## config.mk

```make
export PLATFORM = sky130hd
export DESIGN_NAME = disp_regctrl
export DESIGN_NICKNAME = d
export VERILOG_FILES = /design/src/rtl/disp_regctrl.sv
export SDC_FILE = /design/constraint.sdc
export NUM_CORES = 1
export LEC_CHECK = 0
export ABC_AREA = 1
export BUFFER_PORTS_ARGS = -buffer_cell sky130_fd_sc_hd__buf_2
export CORE_UTILIZATION = 52
export CTS_BUF_LIST = sky130_fd_sc_hd__clkbuf_2 sky130_fd_sc_hd__clkbuf_4 sky130_fd_sc_hd__clkbuf_8
export DETAILED_ROUTE_END_ITERATION = 10
export MAX_ROUTING_LAYER = met4
export PLACE_DENSITY = 0.89
export SKIP_CTS_REPAIR_TIMING = 1
export SYNTH_ARGS = -nofsm -noshare
export SYNTH_HDL_FRONTEND = slang
export SYNTH_SLANG_ARGS = --single-unit
```

## constraint.sdc

```tcl
create_clock -name ACLK -period 1.6 [get_ports ACLK]
set_input_delay 0.08 -clock ACLK [delete_from_list [all_inputs] [get_ports ACLK]]
set_output_delay 0.08 -clock ACLK [all_outputs]
set_load 0.03 [all_outputs]
```

## src/rtl/disp_regctrl.sv

```systemverilog
// disp_regctrl: AXI4-Lite register slave for the display controller.
// Exposes DISPADDR, DISPCTRL (DISPON) and VBLANKSTAT (write-1-to-clear
// turned into a one-cycle CLR_VBLANK pulse). Only address bits [3:2] decode.
// Optional feature: define DISP_SHADOW_EN to double-buffer DISPADDR through
// a shadow register that is transferred to the output on each VBLANK rise.
module disp_regctrl #(
    parameter int C_ADDR_WIDTH = 12,
    parameter int C_FB_ALIGN   = 2
) (
    input  logic                    ACLK,
    input  logic                    ARST,
    input  logic [C_ADDR_WIDTH-1:0] S_AXI_AWADDR,
    input  logic                    S_AXI_AWVALID,
    output logic                    S_AXI_AWREADY,
    input  logic [31:0]             S_AXI_WDATA,
    input  logic [3:0]              S_AXI_WSTRB,
    input  logic                    S_AXI_WVALID,
    output logic                    S_AXI_WREADY,
    output logic [1:0]              S_AXI_BRESP,
    output logic                    S_AXI_BVALID,
    input  logic                    S_AXI_BREADY,
    input  logic [C_ADDR_WIDTH-1:0] S_AXI_ARADDR,
    input  logic                    S_AXI_ARVALID,
    output logic                    S_AXI_ARREADY,
    output logic [31:0]             S_AXI_RDATA,
    output logic [1:0]              S_AXI_RRESP,
    output logic                    S_AXI_RVALID,
    input  logic                    S_AXI_RREADY,
    input  logic                    VBLANK,
    output logic                    CLR_VBLANK,
    output logic [31:0]             DISPADDR,
    output logic                    DISPON
);

    localparam logic [31:0] ALIGN_MASK = ~((32'd1 << C_FB_ALIGN) - 32'd1);

    typedef enum logic {W_IDLE, W_RESP} wState_t;
    typedef enum logic {R_IDLE, R_DATA} rState_t;

    wState_t     wState_q, wState_d;
    rState_t     rState_q, rState_d;

    logic        awHeld_q, awHeld_d;
    logic [1:0]  awAddr_q, awAddr_d;
    logic        wHeld_q, wHeld_d;
    logic [31:0] wData_q, wData_d;
    logic [3:0]  wStrb_q, wStrb_d;

    logic        awHs, wHs, arHs, commit;
    logic [1:0]  cAddr;
    logic [31:0] cData;
    logic [3:0]  cStrb;

    logic [31:0] dispAddr_q;
    logic [31:0] addrStore, addrStore_d;
    logic        dispOn_q, dispOn_d;
    logic        clrVblank_q, clrVblank_d;
    logic [31:0] rdata_q, rdata_d;
    logic [31:0] readMux;

    logic        unusedAddrBits;
    assign unusedAddrBits = ^{S_AXI_AWADDR[C_ADDR_WIDTH-1:4], S_AXI_AWADDR[1:0],
                              S_AXI_ARADDR[C_ADDR_WIDTH-1:4], S_AXI_ARADDR[1:0]};

    assign awHs = S_AXI_AWVALID & S_AXI_AWREADY;
    assign wHs  = S_AXI_WVALID  & S_AXI_WREADY;
    assign arHs = S_AXI_ARVALID & S_AXI_ARREADY;

    // Write FSM state register
    always_ff @(posedge ACLK) begin
        if (ARST) wState_q <= W_IDLE;
        else      wState_q <= wState_d;
    end

    // Write FSM next state: commit moves to response, B handshake returns to idle
    always_comb begin
        wState_d = wState_q;
        case (wState_q)
            W_IDLE: if (commit)       wState_d = W_RESP;
            W_RESP: if (S_AXI_BREADY) wState_d = W_IDLE;
            default:                  wState_d = W_IDLE;
        endcase
    end

    // Write FSM outputs: each half is ready only until it has been captured
    always_comb begin
        S_AXI_AWREADY = (wState_q == W_IDLE) && !awHeld_q;
        S_AXI_WREADY  = (wState_q == W_IDLE) && !wHeld_q;
        S_AXI_BVALID  = (wState_q == W_RESP);
        S_AXI_BRESP   = 2'b00;
    end

    // Commit as soon as both halves are available, taking whichever half
    // arrives this cycle straight from the bus so there is no extra latency
    always_comb begin
        cAddr    = awHs ? S_AXI_AWADDR[3:2] : awAddr_q;
        cData    = wHs  ? S_AXI_WDATA       : wData_q;
        cStrb    = wHs  ? S_AXI_WSTRB       : wStrb_q;
        commit   = (wState_q == W_IDLE) && (awHeld_q || awHs) && (wHeld_q || wHs);
        awHeld_d = awHeld_q;
        awAddr_d = awAddr_q;
        wHeld_d  = wHeld_q;
        wData_d  = wData_q;
        wStrb_d  = wStrb_q;
        if (commit) begin
            awHeld_d = 1'b0;
            wHeld_d  = 1'b0;
        end else begin
            if (awHs) begin
                awHeld_d = 1'b1;
                awAddr_d = S_AXI_AWADDR[3:2];
            end
            if (wHs) begin
                wHeld_d = 1'b1;
                wData_d = S_AXI_WDATA;
                wStrb_d = S_AXI_WSTRB;
            end
        end
    end

    // Register file updates on commit; the clear pulse lasts only the commit cycle
    always_comb begin
        addrStore_d = addrStore;
        for (int b = 0; b < 4; b++) begin
            if (commit && cAddr == 2'd0 && cStrb[b]) begin
                addrStore_d[8*b +: 8] = cData[8*b +: 8];
            end
        end
        addrStore_d = addrStore_d & ALIGN_MASK;
        dispOn_d    = dispOn_q;
        if (commit && cAddr == 2'd1 && cStrb[0]) begin
            dispOn_d = cData[0];
        end
        clrVblank_d = commit && cAddr == 2'd2 && cStrb[0] && cData[0];
    end

    // Write-channel holding registers and control register state
    always_ff @(posedge ACLK) begin
        if (ARST) begin
            awHeld_q    <= 1'b0;
            awAddr_q    <= 2'd0;
            wHeld_q     <= 1'b0;
            wData_q     <= 32'd0;
            wStrb_q     <= 4'd0;
            dispOn_q    <= 1'b0;
            clrVblank_q <= 1'b0;
        end else begin
            awHeld_q    <= awHeld_d;
            awAddr_q    <= awAddr_d;
            wHeld_q     <= wHeld_d;
            wData_q     <= wData_d;
            wStrb_q     <= wStrb_d;
            dispOn_q    <= dispOn_d;
            clrVblank_q <= clrVblank_d;
        end
    end

`ifdef DISP_SHADOW_EN
    logic [31:0] shadow_q;
    logic        vblankPrev_q;
    logic        vblankRise;

    assign addrStore  = shadow_q;
    assign vblankRise = VBLANK & ~vblankPrev_q;

    // Shadow takes CPU writes; the output copies it right after a VBLANK rise
    always_ff @(posedge ACLK) begin
        if (ARST) begin
            shadow_q     <= 32'd0;
            vblankPrev_q <= 1'b0;
            dispAddr_q   <= 32'd0;
        end else begin
            shadow_q     <= addrStore_d;
            vblankPrev_q <= VBLANK;
            if (vblankRise) dispAddr_q <= shadow_q;
        end
    end
`else
    assign addrStore = dispAddr_q;

    // Without a shadow the output register is written directly at commit
    always_ff @(posedge ACLK) begin
        if (ARST) dispAddr_q <= 32'd0;
        else      dispAddr_q <= addrStore_d;
    end
`endif

    // Read FSM state register
    always_ff @(posedge ACLK) begin
        if (ARST) rState_q <= R_IDLE;
        else      rState_q <= rState_d;
    end

    // Read FSM next state: AR handshake to data phase, R handshake back to idle
    always_comb begin
        rState_d = rState_q;
        case (rState_q)
            R_IDLE: if (S_AXI_ARVALID) rState_d = R_DATA;
            R_DATA: if (S_AXI_RREADY)  rState_d = R_IDLE;
            default:                   rState_d = R_IDLE;
        endcase
    end

    // Read FSM outputs
    always_comb begin
        S_AXI_ARREADY = (rState_q == R_IDLE);
        S_AXI_RVALID  = (rState_q == R_DATA);
        S_AXI_RRESP   = 2'b00;
    end

    // Read data is snapshotted from current register values at the AR handshake
    always_comb begin
        case (S_AXI_ARADDR[3:2])
            2'd0:    readMux = addrStore;
            2'd1:    readMux = {31'd0, dispOn_q};
            2'd2:    readMux = {31'd0, VBLANK};
            default: readMux = 32'd0;
        endcase
        rdata_d = arHs ? readMux : rdata_q;
    end

    // Read data register, held stable until the R handshake
    always_ff @(posedge ACLK) begin
        if (ARST) rdata_q <= 32'd0;
        else      rdata_q <= rdata_d;
    end

    assign S_AXI_RDATA = rdata_q;
    assign DISPADDR    = dispAddr_q;
    assign DISPON      = dispOn_q;
    assign CLR_VBLANK  = clrVblank_q;

endmodule

```

Word-level counts from Yosys, hierarchy flattened
Index checks and enable logic that the tools add are counted.
W data, S select, Z words.
{"block": "classes", "muxes": 10, "eq_ne": 4, "n_bitwise": 5, "n_reduce_logical": 21}
{"operator": "$pmux W32 S3", "n": 1}
{"operator": "$mux W32", "n": 1}
{"operator": "$logic_and A1 B1 Y1", "n": 14}
{"operator": "$eq A2 B1 Y1 const B", "n": 2}
{"operator": "$eq A2 B2 Y1 const B", "n": 2}
{"operator": "$logic_not A2 Y1", "n": 2}
{"operator": "$mux W1", "n": 4}
{"operator": "$mux W4", "n": 1}
{"operator": "$pmux W1 S2", "n": 2}
{"operator": "$and A1 B1 Y1", "n": 3}
{"operator": "$logic_not A1 Y1", "n": 2}
{"operator": "$logic_or A1 B1 Y1", "n": 2}
{"operator": "$mux W2", "n": 1}
{"operator": "$not A1 Y1", "n": 2}
{"operator": "$reduce_or A2 Y1", "n": 1}
{"block": "totals", "register_bits": 108, "out_inout_bits": 75}

Logic depth before layout (Yosys ltp)
{"block": "depth", "ltp_word": 9, "mapped_depth": 9}

Worst setup path after synthesis
No wires, ideal clock.
{"block": "synth_path", "kind": "reg-to-reg", "start": "register wState_q (netlist: S_AXI_BVALID)", "end": "register dispAddr_q[2] (netlist: DISPADDR[2])", "period_less_slack_ns": 1.660, "t_required_ns": 1.487, "path_stages_with_launch": 9, "arrival_time_ns": 1.546, "slack_ns": -0.060, "path_buffers": 2, "path_cell_list": "dfxtp_1 nor2_4 nand2_4 buf_6 buf_2 o21ai_0 nand4_1 nand2_1 nor2_1"}
{"block": "synth_between", "elab_cells_between_ends": 15}
{"element": "from (decl)", "line_no": "40", "text": "wState_t wState_q, wState_d;"}
{"element": "from (signal assigned)", "line_no": "72", "text": "else wState_q <= wState_d;"}
{"element": "$not A1 Y1 *", "line_no": "88", "text": "S_AXI_WREADY = (wState_q == W_IDLE) && !wHeld_q;"}
{"element": "$logic_and A1 B1 Y1 *", "line_no": "88"}
{"element": "named net S_AXI_WREADY", "line_no": "18", "text": "output logic S_AXI_WREADY,"}
{"element": "$and A1 B1 Y1 *", "line_no": "66", "text": "assign wHs = S_AXI_WVALID & S_AXI_WREADY;"}
{"element": "$logic_or A1 B1 Y1", "line_no": "99", "text": "commit = (wState_q == W_IDLE) && (awHeld_q || awHs) && (wHeld_q || wHs);"}
{"element": "$logic_and A1 B1 Y1", "line_no": "99"}
{"element": "$logic_and A1 B1 Y1 (2 in a row)", "line_no": "125", "text": "if (commit && cAddr == 2'd0 && cStrb[b]) begin"}
{"element": "to (signal assigned)", "line_no": "184", "text": "else dispAddr_q <= addrStore_d;"}
{"element": "to (decl)", "line_no": "54", "text": "logic [31:0] dispAddr_q;"}
Mark *: on every way through the listed nets, which the timed path passes. The rest lies on a longest branch.
A chain may end at the register's enable or synchronous reset.

Final worst setup path
{"block": "layout_path", "start": "register wState_q (netlist: S_AXI_BVALID)", "end": "register dispAddr_q[30] (netlist: DISPADDR[30])"}
{"block": "layout_between", "elab_chain_len": 8, "elab_cells_between_ends": 15}
{"element": "$not A1 Y1 *", "line_no": "87, 88, 99"}
{"element": "$logic_and A1 B1 Y1", "line_no": "87", "text": "S_AXI_AWREADY = (wState_q == W_IDLE) && !awHeld_q;"}
{"element": "$and A1 B1 Y1", "line_no": "65", "text": "assign awHs = S_AXI_AWVALID & S_AXI_AWREADY;"}
{"element": "$logic_or A1 B1 Y1", "line_no": "99"}
{"element": "$logic_and A1 B1 Y1 (2 in a row)", "line_no": "99"}
{"element": "$logic_and A1 B1 Y1 (2 in a row)", "line_no": "125"}
Mark *: on every way between the ends. The rest lies on a longest branch, timed or not.

==> impl_metrics.env <==
export IMPL_status="finished with violations"
export IMPL_violations="negative hold slack"
export IMPL_max_stage_delay_ps=370
export IMPL_layout_drive_gt1_share_pct=23.81
export IMPL_vias=4273
export IMPL_worstSetupStartpointType="register"
export IMPL_fp_dieW_um=94.28
export IMPL_worstSetupEndpointType="register"
export IMPL_grt_use_total_pct=25.30
export IMPL_drc=0
export IMPL_finalSetupViolations=0
export IMPL_cellPowerDensity_nw_per_um2=1130
export IMPL_yosysTopAreaCellShare_pct=47.02
export IMPL_drt_total_wl_mm=10.87
export IMPL_io_pins=143
export IMPL_hpwlAfterDp_mm=7.544
export IMPL_netlist_top_cells_count="nand2_1, dfxtp_1, nor2_1, a21oi_1, o21ai_0"
export IMPL_final_nets=778
export IMPL_cp_required_ps=1900
export IMPL_cts_buffer_depth=2
export IMPL_p_leak_nw=2.470
export IMPL_ant_nets=0
export IMPL_synth_most_common_cell="nand2_1"
export IMPL_grt_pass1_vias=3767
export IMPL_htree_levels=3
export IMPL_syn_instance_count=607
export IMPL_cts_tree="yes"
export IMPL_skew_ps=7.617
export IMPL_setup_tns_final_ps=0
export IMPL_antenna_cells=0
export IMPL_final_util_pct=65.07
export IMPL_dp_slack_ps=8.886
export IMPL_yosys_top_cells_area="dfxtp_1, nand2_1, a21oi_1"
export IMPL_cts_inserted_buffers=9
export IMPL_fin_crit_sh_pct=95.79
export IMPL_hold_viol=1
export IMPL_first_pass_iters=7
export IMPL_num_rows=33
export IMPL_fmax_mhz=652.4
export IMPL_cts_root_buf="clkbuf_8"
export IMPL_rsz0062_at_grt="yes"
export IMPL_grt_ovfl_total=0
export IMPL_floorplan_initialDensity_pct=53.89
export IMPL_die_area_um2=8889
export IMPL_critPathKind="register to register"
export IMPL_ir_drop_v=0.0005656
export IMPL_yosys_area_top_type="dfxtp_1"
export IMPL_hold_path_class="primary input to register"
export IMPL_port_buffers=114
export IMPL_ys_types=29
export IMPL_crit_fanout=9
export IMPL_fp_dieH_um=94.28
export IMPL_wire_per_inst_um=13.27
export IMPL_synth_async_reset_ratio_pct=0
export IMPL_cp_arrival_ps=1830
export IMPL_maxCapViolCount=0
export IMPL_grt_max_degree=45
export IMPL_synth_area_per_cell_um2=7.295
export IMPL_syn_cell_area_um2=4428
export IMPL_place_inst=803
export IMPL_gp_congestion=0.8647
export IMPL_synth_edf_count=0
export IMPL_whs_ps=-12.49
export IMPL_via_per_inst=5.217
export IMPL_area_growth_pct=20.74
export IMPL_synth_yosys_warnings=0
export IMPL_clk_pin_slew_ps=90
export IMPL_insertion_delay_ps=360
export IMPL_synthFlopType="dfxtp_1"
export IMPL_grt_first_pass_wirelength_mm=17.23
export IMPL_antenna_found_initial=0
export IMPL_core_area_um2=8217
export IMPL_fin_crit_ps=1533
export IMPL_seq_area_frac_synth_pct=47.02
export IMPL_clock_sinks=104
export IMPL_synth_seq_cells=104
export IMPL_final_cell_count_no_fill=819
export IMPL_setup_slack_ps=67.30
export IMPL_drtIter0Drc=320
export IMPL_crit_chain="nor2_4 -> buf_4 -> nand3_1 -> nand2_4 -> inv_1 -> nor2_4 -> nor2_1 -> nor2_1"
export IMPL_cp_slowest_cell="dfxtp_2"
export IMPL_drv_slew=0
==> power by group <==
group | internal, W | total [W] | switching (W)
clock | 0.000917 | 0.00179 | 0.000871
sequential | 0.00279 | 0.00290 | 0.000119
combinational | 0.000444 | 0.00135 | 0.000906
total | 0.00415 | 0.00604 | 0.00190
==> placed cells by master, fill, tap and decap left out, types with 3 or more instances in the layout <==
master,synthesis,layout
inv_1,45,45
inv_2,4,5
clkbuf_8,0,10
nor2_1,71,70
a21oi_1,69,69
buf_12,0,4
nand4_1,32,32
nand2_1,136,135
buf_4,8,10
nand2_2,6,4
buf_2,13,114
dfxtp_1,104,103
nor2_4,6,6
nand2_4,1,3
o21ai_0,61,49
nand3_1,9,9
o21ai_1,7,19
conb_1,1,7
==> cell type report <==
type	count	area, µm²
flip-flops and latches	104	2083
well taps	105	131.4
repair buffers	131	758.2
multi-input cells	414	1969
clock buffers	10	137.6
inverters	50	187.7
clock inverters	5	78.83
fillers	707	2870
==> path summary, 6_finish.rpt <==
check,from,endpoint,slack [ps],depth (start not counted)
min,S_AXI_ARADDR[2],S_AXI_RDATA[0],-10,4
min reg2reg,S_AXI_RDATA[8],S_AXI_RDATA[8],470,2
max reg2reg,S_AXI_BVALID,DISPADDR[30],70,8
max,S_AXI_BVALID,DISPADDR[30],70,8
==> registers in the layout (all words and copies together), names as in the netlist, 2 cells and up <==
signal	count
wStrb_q	4
S_AXI_RDATA	31
awAddr_q	2
wData_q	31
DISPADDR	30
==> critical path, delay by kind of cell, from the launching register on <==
family        cells  cell delay [ps]
simple gates      6              850
buf+inv           2              250
flops             1              370
==> cell families after synthesis <==
kind of cell	synth area share [%]
other	0.08469
AND/OR/NAND/NOR	27.01
buffers and inverters	9.664
flip-flops	47.02
AO/OA/AOI/OAI	16.22
==> stage by stage <==
stage | hold slack, ps | cell area, µm² | total power (W)
after CTS | -30.32 | 5303 | 0.006018
after detailed placement | 349.7 | 5086 | 0.004253
after global routing | 11.01 | 5346 | 0.006350
after global placement | 337.4 | 5086 | 0.004180
after floorplan | 221.0 | 4452 | 0.003898
final | -12.49 | 5346 | 0.006042
==> per-layer routing <==
layer / GRT usage [%] / vias to the layer above / part of all wire [%]
met5: - / - / 0
met4: 9.231 / 0 / 2.0
met3: 4.126 / 22 / 4.8
met2: 40.82 / 139 / 48
met1: 31.84 / 1941 / 45
li1: - / 2171 / -
Note: power is estimated with default switching activity, not from simulation.
